### config.mk
export PLATFORM = sky130hd
export DESIGN_NAME = fetch_sequencer_flat
export DESIGN_NICKNAME = d
export VERILOG_FILES = /design/src/rtl/fetch_pkg.sv /design/src/rtl/fetch_sequencer_if.sv /design/src/rtl/fetch_hold_buf.sv /design/src/rtl/fetch_sequencer.sv /design/src/flat_wrapper.sv
export SDC_FILE = /design/constraint.sdc
export NUM_CORES = 1
export LEC_CHECK = 0
export ABC_AREA = 1
export ABC_CLOCK_PERIOD_IN_PS = 4950
export CORE_MARGIN = 3
export CORE_UTILIZATION = 48
export CTS_CLUSTER_DIAMETER = 60
export DETAILED_ROUTE_END_ITERATION = 8
export GPL_TIMING_DRIVEN = 0
export PLACE_DENSITY = 0.86
export SYNTH_ARGS = -nofsm -noshare
export SYNTH_HDL_FRONTEND = slang
export SYNTH_SLANG_ARGS = --single-unit
### constraint.sdc
create_clock -name clk -period 4.95 [get_ports clk]
set_input_delay 0.99 -clock clk [delete_from_list [all_inputs] [get_ports clk]]
set_output_delay 0.99 -clock clk [all_outputs]
set_load 0.005 [all_outputs]
### src/rtl/fetch_pkg.sv
// Shared types and constants for the instruction fetch sequencer.
package fetch_pkg;

    localparam int unsigned FETCH_XLEN = 32;
    localparam logic [31:0] PC_INCR    = 32'd4;

    typedef enum logic [1:0] {
        BOOT,
        WAIT,
        HOLD,
        DISCARD
    } fetch_state_t;

    typedef struct packed {
        logic        valid;
        logic [31:0] instr;
        logic [31:0] pc;
        logic [31:0] pc_plus4;
    } if_id_t;

endpackage

### src/rtl/fetch_sequencer_if.sv
// Instruction-memory request/response bus: one outstanding request at a time.
interface fetch_imem_if;
    import fetch_pkg::*;

    logic                  req;
    logic [FETCH_XLEN-1:0] addr;
    logic                  rvalid;
    logic [FETCH_XLEN-1:0] rdata;

    modport master (output req, output addr, input rvalid, input rdata);
    modport slave  (input req, input addr, output rvalid, output rdata);

endinterface

### src/rtl/fetch_hold_buf.sv
// One-entry skid buffer holding a returned instruction and its PC while decode stalls.
module fetch_hold_buf
    import fetch_pkg::*;
(
    input  logic                  clk,
    input  logic                  rst,
    input  logic                  load_i,
    input  logic                  drain_i,
    input  logic                  clear_i,
    input  logic [FETCH_XLEN-1:0] instr_i,
    input  logic [FETCH_XLEN-1:0] pc_i,
    output logic                  valid_o,
    output logic [FETCH_XLEN-1:0] instr_o,
    output logic [FETCH_XLEN-1:0] pc_o
);

    logic                  valid_q;
    logic [FETCH_XLEN-1:0] instr_q;
    logic [FETCH_XLEN-1:0] pc_q;

    always_ff @(posedge clk) begin
        if (rst) begin
            valid_q <= 1'b0;
            instr_q <= '0;
            pc_q    <= '0;
        end else if (clear_i || drain_i) begin
            valid_q <= 1'b0;
        end else if (load_i) begin
            valid_q <= 1'b1;
            instr_q <= instr_i;
            pc_q    <= pc_i;
        end
    end

    assign valid_o = valid_q;
    assign instr_o = instr_q;
    assign pc_o    = pc_q;

endmodule

### src/rtl/fetch_sequencer.sv
// Fetch PC owner and IF/ID register driver; optional counters under FETCH_PERF_CNT_EN.
module fetch_sequencer
    import fetch_pkg::*;
#(
    parameter logic [31:0] RESET_PC = 32'h0000_0000,
    parameter int unsigned XLEN     = 32
) (
    input  logic            clk,
    input  logic            rst,
    input  logic            redirect_i,
    input  logic [XLEN-1:0] redirect_pc_i,
    input  logic            stall_d_i,
    fetch_imem_if.master    imem,
    output logic            if_valid_o,
    output logic [XLEN-1:0] if_instr_o,
    output logic [XLEN-1:0] if_pc_o,
    output logic [XLEN-1:0] if_pc_plus4_o
`ifdef FETCH_PERF_CNT_EN
    ,
    output logic [31:0]     perf_stall_cycles_o,
    output logic [31:0]     perf_discards_o
`endif
);

    fetch_state_t state_q;
    logic [31:0]  pc_q;
    if_id_t       out_q;

    logic         slot_free;
    logic         consume;
    logic [31:0]  pc_plus4;
    logic         req;
    logic [31:0]  req_addr;
    logic         buf_load;
    logic         buf_drain;
    logic         buf_clear;
    logic         drop;
    logic         buf_valid;
    logic [31:0]  buf_instr;
    logic [31:0]  buf_pc;

    assign consume   = out_q.valid & ~stall_d_i;
    assign slot_free = ~out_q.valid | consume;
    assign pc_plus4  = pc_q + PC_INCR;

    // Request is combinational so a response can chain straight into the next fetch.
    always_comb begin
        req       = 1'b0;
        req_addr  = pc_q;
        buf_load  = 1'b0;
        buf_drain = 1'b0;
        buf_clear = 1'b0;
        drop      = 1'b0;
        case (state_q)
            BOOT: req = 1'b1;
            WAIT: begin
                if (imem.rvalid) begin
                    if (redirect_i) begin
                        req      = 1'b1;
                        req_addr = redirect_pc_i;
                        drop     = 1'b1;
                    end else if (slot_free) begin
                        req      = 1'b1;
                        req_addr = pc_plus4;
                    end else begin
                        buf_load = 1'b1;
                    end
                end
            end
            HOLD: begin
                if (redirect_i) begin
                    req       = 1'b1;
                    req_addr  = redirect_pc_i;
                    buf_clear = 1'b1;
                end else if (slot_free && buf_valid) begin
                    req       = 1'b1;
                    buf_drain = 1'b1;
                end
            end
            DISCARD: begin
                if (imem.rvalid) begin
                    req      = 1'b1;
                    req_addr = redirect_i ? redirect_pc_i : pc_q;
                    drop     = 1'b1;
                end
            end
            default: req = 1'b0;
        endcase
        if (rst) begin
            req = 1'b0;
        end
    end

    always_ff @(posedge clk) begin
        if (rst) begin
            state_q <= BOOT;
            pc_q    <= RESET_PC;
            out_q   <= '0;
        end else begin
            if (redirect_i) begin
                out_q.valid <= 1'b0;
            end else if (state_q == WAIT && imem.rvalid && slot_free) begin
                out_q <= '{valid: 1'b1, instr: imem.rdata, pc: pc_q, pc_plus4: pc_plus4};
            end else if (buf_drain) begin
                out_q <= '{valid: 1'b1, instr: buf_instr, pc: buf_pc, pc_plus4: buf_pc + PC_INCR};
            end else if (consume) begin
                out_q.valid <= 1'b0;
            end

            case (state_q)
                BOOT: begin
                    // A redirect here lands on top of the boot request, so its reply is stale.
                    if (redirect_i) begin
                        pc_q    <= redirect_pc_i;
                        state_q <= DISCARD;
                    end else begin
                        state_q <= WAIT;
                    end
                end
                WAIT: begin
                    if (redirect_i) begin
                        pc_q <= redirect_pc_i;
                        if (!imem.rvalid) begin
                            state_q <= DISCARD;
                        end
                    end else if (imem.rvalid) begin
                        pc_q <= pc_plus4;
                        if (!slot_free) begin
                            state_q <= HOLD;
                        end
                    end
                end
                HOLD: begin
                    if (redirect_i) begin
                        pc_q    <= redirect_pc_i;
                        state_q <= WAIT;
                    end else if (buf_drain) begin
                        state_q <= WAIT;
                    end
                end
                DISCARD: begin
                    if (redirect_i) begin
                        pc_q <= redirect_pc_i;
                    end
                    if (imem.rvalid) begin
                        state_q <= WAIT;
                    end
                end
                default: state_q <= BOOT;
            endcase
        end
    end

    fetch_hold_buf u_hold_buf (
        .clk     (clk),
        .rst     (rst),
        .load_i  (buf_load),
        .drain_i (buf_drain),
        .clear_i (buf_clear),
        .instr_i (imem.rdata),
        .pc_i    (pc_q),
        .valid_o (buf_valid),
        .instr_o (buf_instr),
        .pc_o    (buf_pc)
    );

    assign imem.req      = req;
    assign imem.addr     = req_addr;
    assign if_valid_o    = out_q.valid;
    assign if_instr_o    = out_q.instr;
    assign if_pc_o       = out_q.pc;
    assign if_pc_plus4_o = out_q.pc_plus4;

`ifdef FETCH_PERF_CNT_EN
    logic [31:0] stall_cnt_q;
    logic [31:0] discard_cnt_q;

    always_ff @(posedge clk) begin
        if (rst) begin
            stall_cnt_q   <= '0;
            discard_cnt_q <= '0;
        end else begin
            if (out_q.valid && stall_d_i && stall_cnt_q != '1) begin
                stall_cnt_q <= stall_cnt_q + 32'd1;
            end
            if (drop && discard_cnt_q != '1) begin
                discard_cnt_q <= discard_cnt_q + 32'd1;
            end
        end
    end

    assign perf_stall_cycles_o = stall_cnt_q;
    assign perf_discards_o     = discard_cnt_q;
`endif

endmodule

### src/flat_wrapper.sv
// flat-port wrapper written by rule: the top's interface ports become plain ports
module fetch_sequencer_flat import fetch_pkg::*;
#(
    parameter logic [31:0] RESET_PC = 32'h0000_0000,
    parameter int unsigned XLEN     = 32
)
  (clk, rst, redirect_i, redirect_pc_i, stall_d_i, if_valid_o, if_instr_o, if_pc_o, if_pc_plus4_o, imem_req, imem_addr, imem_rvalid, imem_rdata);
  fetch_imem_if imem_i ();
  input  logic clk;
  input  logic rst;
  input  logic redirect_i;
  input  logic [XLEN-1:0] redirect_pc_i;
  input  logic stall_d_i;
  output logic if_valid_o;
  output logic [XLEN-1:0] if_instr_o;
  output logic [XLEN-1:0] if_pc_o;
  output logic [XLEN-1:0] if_pc_plus4_o;
  output wire logic [$bits(imem_i.req)-1:0] imem_req;
  output wire logic [$bits(imem_i.addr)-1:0] imem_addr;
  input wire logic [$bits(imem_i.rvalid)-1:0] imem_rvalid;
  input wire logic [$bits(imem_i.rdata)-1:0] imem_rdata;
  assign imem_req = imem_i.req;
  assign imem_addr = imem_i.addr;
  assign imem_i.rvalid = imem_rvalid;
  assign imem_i.rdata = imem_rdata;
  fetch_sequencer #(.RESET_PC(RESET_PC), .XLEN(XLEN)) u_core (.clk(clk), .rst(rst), .redirect_i(redirect_i), .redirect_pc_i(redirect_pc_i), .stall_d_i(stall_d_i), .imem(imem_i), .if_valid_o(if_valid_o), .if_instr_o(if_instr_o), .if_pc_o(if_pc_o), .if_pc_plus4_o(if_pc_plus4_o));
endmodule
Word-level counts from Yosys, hierarchy flattened
Index checks and enable logic that the tools add are counted.
{"block": "word_totals", "wordCells": 76, "reg_bits": 196, "in_bits": 69, "out_inout_bits": 130}
{"block": "classes", "add_sub_neg": 2, "muxes": 38, "n_bitwise": 6, "n_reduce_logical": 13, "eq_ne": 8}
{"op": "32-bit 2-to-1 mux", "count": 7}
{"op": "97-bit 2-to-1 mux", "count": 1}
{"op": "96-bit 2-to-1 mux", "count": 1}
{"op": "32-bit one-hot mux with 3 select lines", "count": 1}
{"op": "32-bit by 3-bit adder with 32-bit output, second input constant", "count": 2}
{"op": "32-bit one-hot mux with 2 select lines", "count": 1}
{"op": "1-bit 2-to-1 mux", "count": 17}
{"op": "2-bit 2-to-1 mux", "count": 8}
{"op": "3-bit != test, second input constant", "count": 4}
{"op": "2-bit one-hot mux with 4 select lines", "count": 1}
{"op": "5-bit AND reduction", "count": 1}
{"op": "2-bit == test, second input constant", "count": 2}
{"op": "1-bit NOT", "count": 4}
{"op": "1-bit one-hot mux with 4 select lines", "count": 1}
{"op": "2-bit AND reduction", "count": 2}
{"op": "2-bit OR reduction", "count": 2}
{"op": "1-bit logical AND", "count": 3}
{"op": "3-bit nonzero test", "count": 1}
{"op": "3-bit OR reduction", "count": 1}
{"op": "2-bit by 1-bit == test with 1-bit output, second input constant", "count": 1}
{"op": "2-bit logical NOT", "count": 1}
{"op": "2-bit != test, second input constant", "count": 1}
{"op": "2-bit nonzero test", "count": 1}
{"op": "1-bit bitwise AND", "count": 1}
{"op": "2 further kinds", "count": 2}

Logic depth before layout (Yosys ltp)
Gate-level depths: netlist (run 1).
{"block": "logic_depth", "word_depth": 10, "mapped_depth": 12, "depth_no_buf": 12}

Modules after synthesis
Synthesis (run 1) repeated with hierarchy kept, for this count alone.
{"block": "hier_totals", "cells_unflattened": 1920, "hier_area_um2": 11821.3}
{"mod": "fetch_sequencer", "instances": 1, "area_each_um2": 8919.8, "cells_each": 1497, "seq_area_each_um2": 2582.5}
{"mod": "fetch_hold_buf", "instances": 1, "area_each_um2": 2901.5, "cells_each": 423, "seq_area_each_um2": 1301.2}

Worst setup path after synthesis (run 1)
Ideal clock, no wire load.
{"block": "synth_path", "kind": "input-to-output", "startpoint": "in redirect_i", "endpoint": "out imem_addr[28]", "stages": 10, "required_time_ns": 3.960, "t_arrival_ns": 2.135, "setup_slack_ns": 1.825, "n_path_buf": 3, "path_cell_list": "buf_2 -> inv_1 -> buf_2 -> nand2_1 -> inv_1 -> buf_2 -> nand3_1 -> nand2_1 -> nand2_1 -> a21oi_1"}
{"block": "synth_between", "elab_chain_cells": 3}
{"item": "from (decl)", "line_no": "flat_wrapper.sv:11", "text": "input logic redirect_i;"}
{"item": "32-bit 2-to-1 mux, on equally long branches", "line_no": "fetch_sequencer.sv:71, fetch_sequencer.sv:83, fetch_sequencer.sv:58"}
{"item": "32-bit 2-to-1 mux, on equally long branches", "line_no": "fetch_sequencer.sv:81, fetch_sequencer.sv:57"}
{"item": "32-bit one-hot mux with 3 select lines (*)", "line_no": "fetch_sequencer.sv:54", "text": "case (state_q)"}
{"item": "to (decl)", "line_no": "flat_wrapper.sv:19", "text": "output wire logic [$bits(imem_i.addr)-1:0] imem_addr;"}
Mark *: on every way between the ends. The rest lies on a longest branch, timed or not.

Final worst setup path (run 1)
{"block": "layout_path", "startpoint": "in stall_d_i", "endpoint": "out imem_addr[10]"}
{"block": "layout_between", "elab_chain_cells": 7}
{"item": "from (decl)", "line_no": "flat_wrapper.sv:13", "text": "input logic stall_d_i;"}
{"item": "1-bit NOT", "line_no": "fetch_sequencer.sv:42", "text": "assign consume = out_q.valid & ~stall_d_i;"}
{"item": "1-bit bitwise AND", "line_no": "fetch_sequencer.sv:42"}
{"item": "1-bit bitwise OR", "line_no": "fetch_sequencer.sv:43", "text": "assign slot_free = ~out_q.valid | consume;"}
{"item": "32-bit 2-to-1 mux", "line_no": "fetch_sequencer.sv:62", "text": "end else if (slot_free) begin"}
{"item": "32-bit 2-to-1 mux", "line_no": "fetch_sequencer.sv:58", "text": "if (redirect_i) begin"}
{"item": "32-bit 2-to-1 mux", "line_no": "fetch_sequencer.sv:57", "text": "if (imem.rvalid) begin"}
{"item": "32-bit one-hot mux with 3 select lines", "line_no": "fetch_sequencer.sv:54"}
Every way passes these cells.

==> impl_metrics.py, run 1 <==
metrics = {
    "finish": {
        "fillers": 2096,
        "syn_to_final_growth_pct": 26.59,
        "utilization_pct": 62.89,
        "drive_gt1_share_pct": 6.821,
        "multi_input_area_mm2": 0.006046,
        "final_nets": 2008,
        "seqCellArea_mm2": 0.003884,
    },
    "global_route": {
        "track_usage_pct": 37.53,
        "antenna_found_initial": 1,
        "first_global_vias": 12540,
        "grt_max_degree": 19,
        "grt_pass1_wl_um": 71530,
        "grt-ovfl-total": 0,
    },
    "logic_synthesis": {
        "syn-num-nets": 1793,
        "synthFlopType": "dfxtp_1",
        "async_flop_share_pct": 0,
        "ys_seq_area_share_pct": 35.28,
        "syn_area_mm2": 0.01101,
        "synth_area_per_cell_um2": 6.393,
        "postSynthCellCount": 1722,
        "synth_edf_count": 0,
        "yosysTopAreaCell": "dfxtp_1",
        "synthDominantCellAreaShare_pct": 35.28,
        "ys_top_cells_by_area": "dfxtp_1 35%, nand2_1 15%, o21ai_0 9.0%",
        "ys_types": 43,
        "yosys_warnings": 0,
        "ys_seq_elements": 194,
    },
    "power": {
        "p_seq_share_pct": 40.9,
        "p_clk_share_pct": 35.6,
        "peakVddDrop_uv": 247.9,
        "p_int_w": 0.002798,
        "combPwrFrac_pct": 23.5,
        "switching_share_pct": 32.12,
        "cellLeakagePower_nw": 5.538,
        "p_per_area_mw_per_mm2": 295.7,
        "p_sw_w": 0.001324,
    },
    "clock_network": {
        "cts_resized": 0,
        "clk_pin_slew_ns": 0.08,
        "hold_buffers": 0,
        "postCtsSetupBuffers": 0,
        "htreeDepth": 4,
        "cts_tree": "done",
        "clock_path_buffers": 2,
        "insertion_delay_ns": 0.45,
        "cts_root_buf": "clkbuf_16",
        "cts_inserted_buffers": 17,
        "clock-sinks": 194,
    },
    "critical_path": {
        "crit_path_end_kind": "output pin",
        "crit_fanout": 10,
        "worstPathRequired_ns": 3.96,
        "crit_arrival_ns": 3.53,
        "cp-start-kind": "input pin",
        "worstSetupPathType": "in -> out",
        "rrSetupSlack_ns": 2.33,
    },
    "sta": {
        "slew_headroom_pct": 42.74,
        "setup_viol": 0,
        "grt_setup_unrepaired": "false",
        "slew_viol_final": 0,
        "worst_slew_pin_slew_ns": 0.8588,
        "period_share_pct": 91.27,
        "max_freq_mhz": 221.3,
        "finClkSkew_ns": 0.01380,
        "period_minus_slack_ns": 4.518,
        "timing.final.hold_violations": 0,
        "setup_tns_ns": 0,
    },
    "floorplan": {
        "dieHeight_um": 157.4,
        "io_pins": 199,
        "core_mm2": 0.02216,
        "die_w_um": 157.4,
        "die_area_mm2": 0.02479,
        "row_count": 54,
        "initial_core_util_pct": 49.68,
    },
    "route": {
        "vias": 13590,
        "routedWlPerCell_um": 21.28,
        "wl_um": 47480,
        "first_pass_iters": 9,
        "drc_errors": 0,
        "viasPerCell": 6.091,
        "ant_nets": 0,
        "dr.first_iter.drc_count": 1877,
    },
    "status": {
        "status": "finished clean",
    },
    "placed_design": {
        "place.port_buffers": 196,
        "place.gp.congestion": 0.9817,
        "hpwl_um": 36170,
    },
    "run": {
        "cap_violations": 0,
    },
    "hold_path": {
        "hold_path.class": "reg -> reg",
    },
}
cells in the mapped netlist (13+ instances only):
cell type	n
o21ai_1	47
a31oi_1	128
a221oi_1	20
nand3_1	62
clkbuf_1	60
o21ai_0	198
nor2_1	196
xor2_1	13
inv_1	110
buf_2	52
a21oi_1	86
dfxtp_1	194
nand2_1	440
power groups by stage:
stage	registers, W	clock network (W)	logic, W
after floorplan	0.00171	0	0.000467
final	0.00169	0.00147	0.000969
after detailed placement	0.00172	0	0.000935
after global placement	0.00172	0	0.000925
after global routing	0.00169	0.00153	0.00104
after CTS	0.00168	0.00146	0.000942
per-stage QoR:
step	instance area [µm²]	instances	total power, W	setup WS [ns]	hold slack [ns]
after CTS	13930	2230	0.004086	0.4968	0.4746
final	13940	2231	0.004122	0.4319	0.4768
after global routing	13930	2230	0.004257	0.2688	0.4982
after floorplan	11010	1722	0.002176	1.825	0.4425
after detailed placement	13320	2198	0.002654	0.4979	0.4636
after global placement	13320	2198	0.002644	0.5206	0.4604
kinds of logic after synthesis:
kind of cell | count (synthesis) | share of synthesized area, %
compound gates | 505 | 25.78
flops | 194 | 35.28
xor+xnor | 15 | 1.193
fa+ha+maj | 2 | 0.2273
simple gates | 749 | 27.63
buf+inv | 256 | 9.808
mux | 1 | 0.09092
worst max-delay path: stages:
cell	delay, ns
clkdlybuf4s50_1	0.45
nand2_1	0.19
inv_2	0.27
clkbuf_1	0.52
nand3_1	0.14
nand3_1	0.12
nand2_1	0.05
a22oi_1	0.23
clkdlybuf4s50_1	0.56
layout make-up:
| cell class | count | area share [%] |
|---|---|---|
| multi-input combinational | 1272 | 43.38 |
| timing repair buffer | 196 | 14.08 |
| tap | 280 | 2.514 |
| sequential | 194 | 27.87 |
| clock buffer | 19 | 3.178 |
| antenna | 1 | 0.01795 |
| buffer | 135 | 4.489 |
| inverter | 121 | 3.259 |
| clock inverter | 13 | 1.221 |
worst paths after layout:
| path | start | cells past startpoint | end |
|---|---|---|---|
| max | stall_d_i | 9 | imem_addr[10] |
| min | u_core.u_hold_buf.valid_o$_SDFFE_PP0P_ | 2 | u_core.u_hold_buf.valid_o$_SDFFE_PP0P_ |
| max reg2reg | u_core.if_valid_o$_SDFFE_PP0P_ | 9 | u_core.u_hold_buf.instr_o[29]$_SDFFE_PP0P_ |
| min reg2reg | u_core.u_hold_buf.valid_o$_SDFFE_PP0P_ | 2 | u_core.u_hold_buf.valid_o$_SDFFE_PP0P_ |
layout by cell type (no fill, tap or decap), drive strengths merged, types with 2 or more instances in the layout:
| cell | netlist | routed |
|---|---|---|
| nand2 | 446 | 446 |
| o21ai | 245 | 245 |
| nor2 | 207 | 207 |
| clkdlybuf4s50 | 0 | 196 |
| dfxtp | 194 | 194 |
| a31oi | 128 | 128 |
| inv | 118 | 122 |
| a21oi | 86 | 86 |
| clkbuf | 64 | 83 |
| buf | 71 | 71 |
| nand3 | 62 | 62 |
| a221oi | 20 | 20 |
| xor2 | 13 | 13 |
| nor3 | 12 | 12 |
| clkinv | 3 | 9 |
| o211ai | 8 | 8 |
| nand4 | 8 | 8 |
| or2 | 7 | 7 |
| a211oi | 5 | 5 |
| nand3b | 4 | 4 |
| a22oi | 3 | 3 |
| o21bai | 3 | 3 |
| and2 | 2 | 2 |
| xnor2 | 2 | 2 |
| o2111ai | 2 | 2 |
| ha | 2 | 2 |
| bufinv | 0 | 2 |
state kept, by name, indices dropped and copies added (netlist names):
register                   count
u_core.if_instr_o             32
u_core.if_pc_plus4_o          32
u_core.pc_q                   32
u_core.u_hold_buf.instr_o     32
u_core.u_hold_buf.pc_o        32
u_core.if_pc_o                30
u_core.state_q                 2
u_core.if_valid_o              1
u_core.u_hold_buf.valid_o      1
metal layers:
| layer | up-vias | wire, µm | GRT usage [%] |
|---|---|---|---|
| li1 | 6230 | - | - |
| met1 | 6294 | 19090 | 51.57 |
| met2 | 910 | 20590 | 55.76 |
| met3 | 154 | 5596 | 9.321 |
| met4 | 2 | 2186 | 16.78 |
| met5 | - | 13 | 0 |
Note: power is estimated with default switching activity, not from simulation.
==> run 2: changes to the inputs <==
--- a/config.mk
+++ b/config.mk
@@ -6,9 +6,9 @@
 export NUM_CORES = 1
 export LEC_CHECK = 0
 export ABC_AREA = 1
-export ABC_CLOCK_PERIOD_IN_PS = 4950
 export CORE_MARGIN = 3
 export CORE_UTILIZATION = 48
+export CTS_BUF_LIST = sky130_fd_sc_hd__clkbuf_8
 export CTS_CLUSTER_DIAMETER = 60
 export DETAILED_ROUTE_END_ITERATION = 8
 export GPL_TIMING_DRIVEN = 0
==> run 2 against run 1 <==
Net effect: count of clock-buffer cells in the layout down 1; critical path depth unchanged; final cell count about the same; register-to-register slack worse by 0.06 ns; die area unchanged; non-clock buffer count unchanged; highest routed layer is now met4.
==> impl_metrics.py, run 2 (synthesis results as in run 1) <==
metrics = {
    "clock_network": {
        "cts_inserted_buffers": 17,
        "cts_tree": "done",
        "insertion_delay_ns": 0.50,
        "htreeDepth": 4,
        "clock_path_buffers": 2,
        "cts_root_buf": "clkbuf_8",
        "postCtsSetupBuffers": 0,
        "hold_buffers": 0,
        "cts_resized": 0,
        "clock-sinks": 194,
        "clk_pin_slew_ns": 0.11,
    },
    "global_route": {
        "grt_max_degree": 19,
        "track_usage_pct": 37.30,
        "grt_pass1_wl_um": 71300,
        "use_met3_pct": 8.249,
        "grt-ovfl-total": 0,
        "antenna_found_initial": 0,
        "met2_usage_pct": 55.36,
        "met1_usage_pct": 52.13,
        "first_global_vias": 12450,
        "grt.busiest_layer": "met2",
    },
    "placed_design": {
        "place.gp.congestion": 0.9817,
        "place.port_buffers": 196,
        "placed_cell_area_mm2": 0.01332,
        "hpwl_um": 36170,
        "placed_cells": 2198,
    },
    "critical_path": {
        "crit_fanout": 10,
        "crit_arrival_ns": 3.60,
        "crit_path_end_kind": "output pin",
        "worstSetupPathType": "in -> out",
        "worstPathRequired_ns": 3.96,
        "cp-start-kind": "input pin",
    },
    "finish": {
        "syn_to_final_growth_pct": 24.83,
        "utilization_pct": 62.01,
        "n_antenna_cell": 0,
        "final_common_cell": "nand2_1",
        "drive_gt1_share_pct": 6.821,
        "fillers": 2134,
        "final_cell_area_mm2": 0.01374,
        "layoutNonFillerInstCount": 2230,
        "mostFrequentLayoutCells": "440 x nand2_1, 198 x o21ai_0, 196 x nor2_1, 196 x clkdlybuf4s50_1, 194 x dfxtp_1",
        "final_nets": 2008,
    },
    "run": {
        "cap_violations": 0,
    },
    "sta": {
        "max_freq_mhz": 218.0,
        "worst_slew_pin_slew_ns": 0.8823,
        "period_share_pct": 92.68,
        "setup_viol": 0,
        "slew_headroom_pct": 41.18,
        "slew_viol_final": 0,
        "timing.final.hold_violations": 0,
        "period_minus_slack_ns": 4.588,
        "setup_tns_ns": 0,
        "grt_setup_unrepaired": "false",
        "finClkSkew_ns": 0.01710,
    },
    "route": {
        "dr.first_iter.drc_count": 1898,
        "ant_nets": 0,
        "wl_um": 47110,
        "drc_errors": 0,
        "vias": 13690,
        "viasPerCell": 6.137,
        "first_pass_iters": 6,
        "routedWlPerCell_um": 21.12,
    },
    "floorplan": {
        "initial_core_util_pct": 49.68,
        "core_mm2": 0.02216,
        "die_area_mm2": 0.02479,
        "dieHeight_um": 157.4,
        "row_count": 54,
        "die_w_um": 157.4,
        "io_pins": 199,
    },
    "power": {
        "p_per_area_mw_per_mm2": 275.1,
        "peakVddDrop_uv": 187.2,
        "cellLeakagePower_nw": 5.455,
    },
    "hold_path": {
        "hold_path.class": "reg -> reg",
    },
    "status": {
        "status": "finished clean",
    },
}
-- run 2: stage by stage --
| stage | total power (W) | setup slack (ns) | hold WS (ns) |
|---|---|---|---|
| 2_1_floorplan | 0.002176 | 1.825 | 0.4425 |
| 3_3_place_gp | 0.002644 | 0.5206 | 0.4604 |
| 3_5_place_dp | 0.002654 | 0.4979 | 0.4636 |
| 4_1_cts | 0.003745 | 0.4968 | 0.4793 |
| 5_1_grt | 0.003917 | 0.2744 | 0.4922 |
| 6_report | 0.003781 | 0.3623 | 0.4797 |
-- run 2: metal layers --
metal,wire (µm),vias to the layer above
met5,0,-
li1,-,6208
met3,5575,146
met4,2143,0
met2,20290,959
met1,19100,6372
-- run 2: area by class of cell --
class	instances	area [µm²]	share of cell area, %
Clock inverter	14	173.9	1.265
Tap cell	280	350.3	2.549
Timing Repair Buffer	196	1962	14.28
Buffer	135	625.6	4.552
Sequential cell	194	3884	28.26
Multi-Input combinational cell	1272	6046	43.99
Inverter	121	454.2	3.305
Clock buffer	18	247.7	1.803
-- run 2: path summary, 6_finish.rpt --
path / start / end / slack (ns) / cells past startpoint
hold reg to reg: u_core.u_hold_buf.valid_o$_SDFFE_PP0P_ / u_core.u_hold_buf.valid_o$_SDFFE_PP0P_ / 0.48 / 2
setup reg to reg: u_core.if_valid_o$_SDFFE_PP0P_ / u_core.u_hold_buf.instr_o[29]$_SDFFE_PP0P_ / 2.27 / 9
hold / removal: u_core.u_hold_buf.valid_o$_SDFFE_PP0P_ / u_core.u_hold_buf.valid_o$_SDFFE_PP0P_ / 0.48 / 2
setup / recovery: stall_d_i / imem_addr[24] / 0.36 / 9
-- run 2: worst max-delay path: stages --
cell and delay (ns):
clkdlybuf4s50_1 0.45, nand2_1 0.20, inv_2 0.27, clkbuf_1 0.57, a31oi_1 0.15, nand2_1 0.11, nand2_1 0.05, a21oi_1 0.22
clkdlybuf4s50_1 0.57
-- run 2: where the power goes --
part           leakage [nW]  switching, W  internal, W  total [W]
Clock                 0.213      0.000647     0.000480    0.00113
Combinational          3.66      0.000581     0.000386   0.000967
Sequential             1.58     0.0000540      0.00163    0.00169
